**config.mk**
```make
export PLATFORM = sky130hd
export DESIGN_NAME = shell_uart_tx
export DESIGN_NICKNAME = d
export VERILOG_FILES = /design/src/rtl/shell_uart_pkg.sv /design/src/rtl/shell_uart_fifo.sv /design/src/rtl/shell_uart_tx.sv
export SDC_FILE = /design/constraint.sdc
export NUM_CORES = 1
export LEC_CHECK = 0
export BUFFER_PORTS_ARGS = -buffer_cell sky130_fd_sc_hd__buf_2
export CORE_MARGIN = 2
export CORE_UTILIZATION = 25
export CTS_CLUSTER_DIAMETER = 150
export CTS_CLUSTER_SIZE = 16
export DETAILED_ROUTE_END_ITERATION = 6
export GPL_ROUTABILITY_DRIVEN = 0
export PLACE_DENSITY = 0.49
export REMOVE_ABC_BUFFERS = 1
export SETUP_SLACK_MARGIN = 0.1
export SYNTH_ARGS = -nofsm -noshare
export SYNTH_HDL_FRONTEND = slang
export SYNTH_HIERARCHICAL = 1
export SYNTH_SLANG_ARGS = --single-unit
```
**constraint.sdc**
```tcl
create_clock -name aclk -period 5.7 [get_ports aclk]
set_clock_uncertainty 0.2 [all_clocks]
set_input_delay 0.855 -clock aclk [delete_from_list [all_inputs] [get_ports aclk]]
set_output_delay 0.855 -clock aclk [all_outputs]
set_load 0.01 [all_outputs]
```
**src/rtl/shell_uart_pkg.sv**
```systemverilog
// shell_uart_pkg: shared FSM type, parity codes and baud divisor helper for the shell UART
package shell_uart_pkg;
    typedef enum logic [2:0] {S_IDLE, S_START, S_DATA, S_PARITY, S_STOP} state_t;
    localparam int PAR_NONE = 0;
    localparam int PAR_ODD  = 1;
    localparam int PAR_EVEN = 2;
    function automatic int uart_div(input int clk_hz, input int baud);
        return (clk_hz + baud / 2) / baud;
    endfunction
endpackage

```
**src/rtl/shell_uart_fifo.sv**
```systemverilog
// shell_uart_fifo: single-clock first-word-fall-through FIFO with occupancy count
module shell_uart_fifo #(
    parameter int WIDTH = 8,
    parameter int DEPTH = 16
) (
    input  logic                     i_clk,
    input  logic                     i_rst_n,
    input  logic                     i_wr,
    input  logic [WIDTH-1:0]         i_din,
    input  logic                     i_rd,
    output logic [WIDTH-1:0]         o_dout,
    output logic                     o_full,
    output logic                     o_empty,
    output logic [$clog2(DEPTH):0]   o_count
);
    localparam int AW = $clog2(DEPTH);
    logic [WIDTH-1:0] r_mem [DEPTH];
    logic [AW-1:0]    r_wptr;
    logic [AW-1:0]    r_rptr;
    logic [AW:0]      r_count;
    logic             w_wr;
    logic             w_rd;
    assign o_full  = r_count == (AW+1)'(DEPTH);
    assign o_empty = r_count == '0;
    assign w_wr    = i_wr && !o_full;
    assign w_rd    = i_rd && !o_empty;
    assign o_dout  = r_mem[r_rptr];
    assign o_count = r_count;
    // storage is not reset: flushing only needs the pointers and count cleared
    always_ff @(posedge i_clk) begin
        if (w_wr) r_mem[r_wptr] <= i_din;
    end
    always_ff @(posedge i_clk) begin
        if (!i_rst_n) begin
            r_wptr  <= '0;
            r_rptr  <= '0;
            r_count <= '0;
        end else begin
            r_wptr  <= w_wr ? r_wptr + 1'b1 : r_wptr;
            r_rptr  <= w_rd ? r_rptr + 1'b1 : r_rptr;
            r_count <= (w_wr && !w_rd) ? r_count + (AW+1)'(1) :
                       (w_rd && !w_wr) ? r_count - (AW+1)'(1) : r_count;
        end
    end
endmodule

```
**src/rtl/shell_uart_tx.sv**
```systemverilog
// shell_uart_tx: AXI-Stream fed UART transmitter with byte FIFO, optional parity and 1/2 stop bits
module shell_uart_tx #(
    parameter int CLK_FREQ_HZ = 250000000,
    parameter int BAUD        = 115200,
    parameter int PARITY      = 0,
    parameter int STOP_BITS   = 1,
    parameter int FIFO_DEPTH  = 16
) (
    input  logic                          aclk,
    input  logic                          aresetn,
    input  logic [7:0]                    s_axis_tdata,
    input  logic                          s_axis_tvalid,
    output logic                          s_axis_tready,
    output logic                          uart_txd,
    output logic                          busy,
    output logic [$clog2(FIFO_DEPTH):0]   fifo_count
);
    import shell_uart_pkg::*;
    localparam int DIV = uart_div(CLK_FREQ_HZ, BAUD);
    localparam int BW  = $clog2(DIV);
    if (DIV < 2 || STOP_BITS < 1 || STOP_BITS > 2) begin : g_param_chk
        $error("shell_uart_tx: baud divisor must be >= 2 and STOP_BITS must be 1 or 2");
    end
    state_t                        r_state;
    state_t                        w_next;
    logic [BW-1:0]                 r_baud;
    logic [2:0]                    r_bit;
    logic [7:0]                    r_shift;
    logic                          r_txd;
    logic                          r_busy;
    logic                          w_tick;
    logic                          w_last_stop;
    logic                          w_pop;
    logic                          w_txd;
    logic                          w_full;
    logic                          w_empty;
    logic [7:0]                    w_dout;
    logic [$clog2(FIFO_DEPTH):0]   w_count;
    shell_uart_fifo #(.WIDTH(8), .DEPTH(FIFO_DEPTH)) u_fifo (
        .i_clk   (aclk),
        .i_rst_n (aresetn),
        .i_wr    (s_axis_tvalid),
        .i_din   (s_axis_tdata),
        .i_rd    (w_pop),
        .o_dout  (w_dout),
        .o_full  (w_full),
        .o_empty (w_empty),
        .o_count (w_count)
    );
    assign w_tick        = r_baud == BW'(DIV - 1);
    assign w_last_stop   = r_state == S_STOP && w_tick && r_bit == 3'(STOP_BITS - 1);
    assign w_pop         = !w_empty && (r_state == S_IDLE || w_last_stop);
    assign s_axis_tready = !w_full && aresetn;
    assign uart_txd      = r_txd;
    assign busy          = r_busy;
    assign fifo_count    = w_count;
    always_ff @(posedge aclk) begin
        r_state <= !aresetn ? S_IDLE : w_next;
    end
    // popping on the last stop cycle chains frames with no idle gap
    always_comb begin
        w_next = r_state;
        case (r_state)
            S_IDLE:   w_next = w_pop ? S_START : S_IDLE;
            S_START:  w_next = w_tick ? S_DATA : S_START;
            S_DATA:   w_next = (w_tick && r_bit == 3'd7) ? (PARITY != PAR_NONE ? S_PARITY : S_STOP) : S_DATA;
            S_PARITY: w_next = w_tick ? S_STOP : S_PARITY;
            S_STOP:   w_next = w_last_stop ? (w_pop ? S_START : S_IDLE) : S_STOP;
            default:  w_next = S_IDLE;
        endcase
    end
    always_comb begin
        w_txd = 1'b1;
        case (r_state)
            S_START:  w_txd = 1'b0;
            S_DATA:   w_txd = r_shift[r_bit];
            S_PARITY: w_txd = PARITY == PAR_EVEN ? ^r_shift : ~^r_shift;
            default:  w_txd = 1'b1;
        endcase
    end
    // line bit is registered from the current state, so it trails the state by one cycle
    always_ff @(posedge aclk) begin
        if (!aresetn) begin
            r_baud  <= '0;
            r_bit   <= '0;
            r_shift <= '0;
            r_txd   <= 1'b1;
            r_busy  <= 1'b0;
        end else begin
            r_baud  <= (r_state == S_IDLE || w_tick) ? '0 : r_baud + 1'b1;
            r_bit   <= (r_state != w_next) ? '0 : w_tick ? r_bit + 1'b1 : r_bit;
            r_shift <= w_pop ? w_dout : r_shift;
            r_txd   <= w_txd;
            r_busy  <= r_state != S_IDLE || w_count != '0;
        end
    end
endmodule
```
==> qor.yml <==
run_status:
  status: "complete, no violations"
global_routing:
  globalRouteOverflowTotal: 0
  grtUsageTotal_pct: 10.1
  grt_pass1_wl_um: 23100
  antenna_found_initial: 0
  grt_pass1_vias: 4120
  grt_max_degree: 42
cts:
  clk_pin_slew_ns: 0.07
  cts_max_level: 4
  cts_tree: "yes"
  cts_hold_buf: 0
  cts_buffers: 17
  cts_resized: 0
  cts_setup_buffers: 0
  cts-root-buf: "clkbuf_16"
  cts.sinks: 173
  cts_buffer_depth: 2
  insertion_delay_ns: 0.42
drt:
  wl_um: 14700
  vias: 3875
  first_pass_iters: 4
  post-route-drc-count: 0
  drtIter0Drc: 317
  wl_per_cell_um: 16.6
  ant_nets: 0
  avgViaCountPerCell: 4.39
layout:
  layout.area.seq_mm2: 0.00475
  syn_to_final_growth_pct: 15.0
  n_fill_cell: 2898
  layout.nets: 511
  drive_above_1_share_pct: 20.3
  multi_input_area_mm2: 0.00230
  fin_area_mm2: 0.00829
  num_antenna_cells: 0
setup_path:
  cp.required_ns: 5.85
  critPathMaxFanout: 10
  cp_num_buf_inv: 2
  endpoint_kind: "register"
  startpoint_type: "register"
  cp.arrival_ns: 3.60
  crit_chain: "or4_1 -> nor2_1 -> or4_4 -> clkinv_4 -> o21ai_4 -> ha_1 -> inv_1 -> ha_1 -> a21o_2 -> a21oi_1 -> or4b_2 -> nand3_1"
  crit_type: "register to register"
  cpLargestDelayFamily: "simple AND/OR/NAND/NOR gates"
  cpPeakStageDelay_ns: 0.71
  cpMostUsedCell: "ha_1"
  critical_path.slowest_cell: "or4_1"
logic_synthesis:
  synth-main-ff-cell: "edfxtp_1"
  yosysWarnings: 6
  avgSynthCellArea_um2: 15.5
  yosysSeqAreaShare_pct: 65.8
  synth_commonest_cells: "edfxtp_1 (128), dfxtp_1 (45), nand2_1 (39), mux4_2 (34), nor2_1 (30)"
  synthCells: 464
  syn-cell-area_mm2: 0.00721
  ys_ff_latch: 173
  ys_top_cells_by_area: "edfxtp_1 (53%), dfxtp_1 (13%), mux4_2 (11%)"
  yosysMostFrequentCell: "edfxtp_1"
  synth_edf_count: 128
  synth_top_area_share_pct: 53.3
  async_reset_ff_share_pct: 0
  yosys.area.top_type: "edfxtp_1"
  synthDistinctLibCells: 53
timing:
  rsz0062_at_grt: "false"
  final-hold-violation-count: 0
  setup_tns_ns: 0
  fin_crit_ns: 3.44
  worstMarginPinSlew_ns: 1.02
  final_max_slew_viol_count: 0
  fmax_mhz: 290
  slew_headroom_pct: 31.8
  setup_violations: 0
  final.period_utilization_pct: 60.4
die:
  core_mm2: 0.0285
  die_area_mm2: 0.0302
  num_rows: 62
  die_h_um: 174
  die_x_um: 174
  io_pins: 19
  start_util_pct: 25.2
pwr:
  leakage_nw: 2.69
  powerDensity_mw_per_mm2: 412
  p_switching_mw: 0.990
  irDropWorstVdd_mv: 0.238
  intPower_mw: 2.42
  combPwrFrac_pct: 22.6
  pwr-share-seq_pct: 44.0
  pwr-share-clk_pct: 33.3
  netSwitchingFraction_pct: 29.0
hold_path:
  hold_path_class: "register to register"
placement:
  port_buffers: 18
  dp_hpwl_um: 9440
  place_area_mm2: 0.00771
job:
  max_cap_viol_count: 0
-- cell type report --
class | count | share of cell area [%]
clock buffers | 17 | 5.13
clock inverters | 15 | 1.83
inverters | 11 | 0.559
multi-input cells | 258 | 27.8
flip-flops and latches | 173 | 57.3
well taps | 384 | 5.80
repair buffers | 24 | 1.63
-- stage by stage --
stage	utilization (%)	cells	setup slack [ns]	hold WS, ns	power [mW]
2_1_floorplan	-	442	2.46	0.241	2.11
3_3_place_gp	27.0	850	2.32	0.257	2.31
3_5_place_dp	27.0	850	2.25	0.267	2.32
4_1_cts	29.0	882	2.22	0.283	3.47
5_1_grt	29.0	882	2.04	0.307	3.59
6_report	29.0	882	2.26	0.277	3.41
-- path summary, 6_finish.rpt --
path                                  start                             end  slack (ns)  depth (start not counted)
max          u_fifo/o_count[0]$_SDFFE_PN0P_  u_fifo/o_count[3]$_SDFFE_PN0P_        2.26                         12
min                    r_baud[0]$_SDFF_PP0_            r_baud[0]$_SDFF_PP0_        0.28                          1
max reg2reg  u_fifo/o_count[0]$_SDFFE_PN0P_  u_fifo/o_count[3]$_SDFFE_PN0P_        2.26                         12
min reg2reg            r_baud[0]$_SDFF_PP0_            r_baud[0]$_SDFF_PP0_        0.28                          1
-- per-layer routing --
layer  track usage (%)  wire length (um)  vias to the layer above
li1                  -                 -                     1811
met1              12.5              6640                     2002
met2              17.6              7580                       55
met3              2.04               298                        7
met4              3.47               143                        0
met5                 0                 0                        -
-- power by group through the flow --
stage | sequential [mW] | clock, mW | combinational (mW)
finish | 1.50 | 1.14 | 0.772
global route | 1.51 | 1.22 | 0.850
CTS | 1.50 | 1.18 | 0.794
detailed placement | 1.53 | 0 | 0.789
global placement | 1.53 | 0 | 0.780
floorplan | 1.57 | 0 | 0.538
-- logic make-up after synthesis --
kind of cell / after synthesis / share of synthesized area [%]
simple gates: 126 / 8.86
xor+xnor: 23 / 2.80
buf+inv: 33 / 2.22
mux: 49 / 12.7
compound gates: 45 / 4.86
fa+ha+maj: 15 / 2.71
flops: 173 / 65.8
-- worst register-to-register path, stage by stage (launching register included) --
cell	delay [ns]
dfxtp_1	0.37
or4_1	0.71
nor2_1	0.21
or4_4	0.18
clkinv_4	0.12
o21ai_4	0.12
ha_1	0.20
inv_1	0.11
ha_1	0.29
a21o_2	0.12
a21oi_1	0.07
or4b_2	0.60
nand3_1	0.09
-- state kept, by name, indices dropped and copies added (netlist names), named ones only --
register and flops:
r_baud 12, u_fifo/r_rptr 4, r_bit 3, r_shift 8, u_fifo/r_mem 128, uart_txd 1
u_fifo/o_count 5, u_fifo/r_wptr 4, r_state 3, busy 1
-- cells in the final DEF, fill, tap and decap left out, types with 2 or more instances in the layout --
cell type	Yosys	routed
ha_1	14	14
buf_2	4	18
mux4_2	34	34
inv_1	10	10
o21ai_0	3	3
a211oi_1	4	4
edfxtp_1	128	128
or3_1	2	2
o31a_1	2	2
nor2_1	30	30
nor3_1	7	7
inv_8	0	2
and2_1	8	8
dfxtp_1	45	44
nor2b_1	7	7
nor4_1	2	2
a31oi_1	3	3
nand4_1	5	5
a21oi_1	5	5
mux2i_1	15	15
o21a_1	4	4
nand2b_1	4	4
inv_6	0	7
nand2_1	39	39
clkinv_2	0	2
a22oi_1	16	16
xnor2_1	20	20
clkbuf_16	0	17
buf_4	0	6
or4_1	2	2
xor2_1	3	3
nand3_1	9	9
Power figures use the tool's default switching activity.
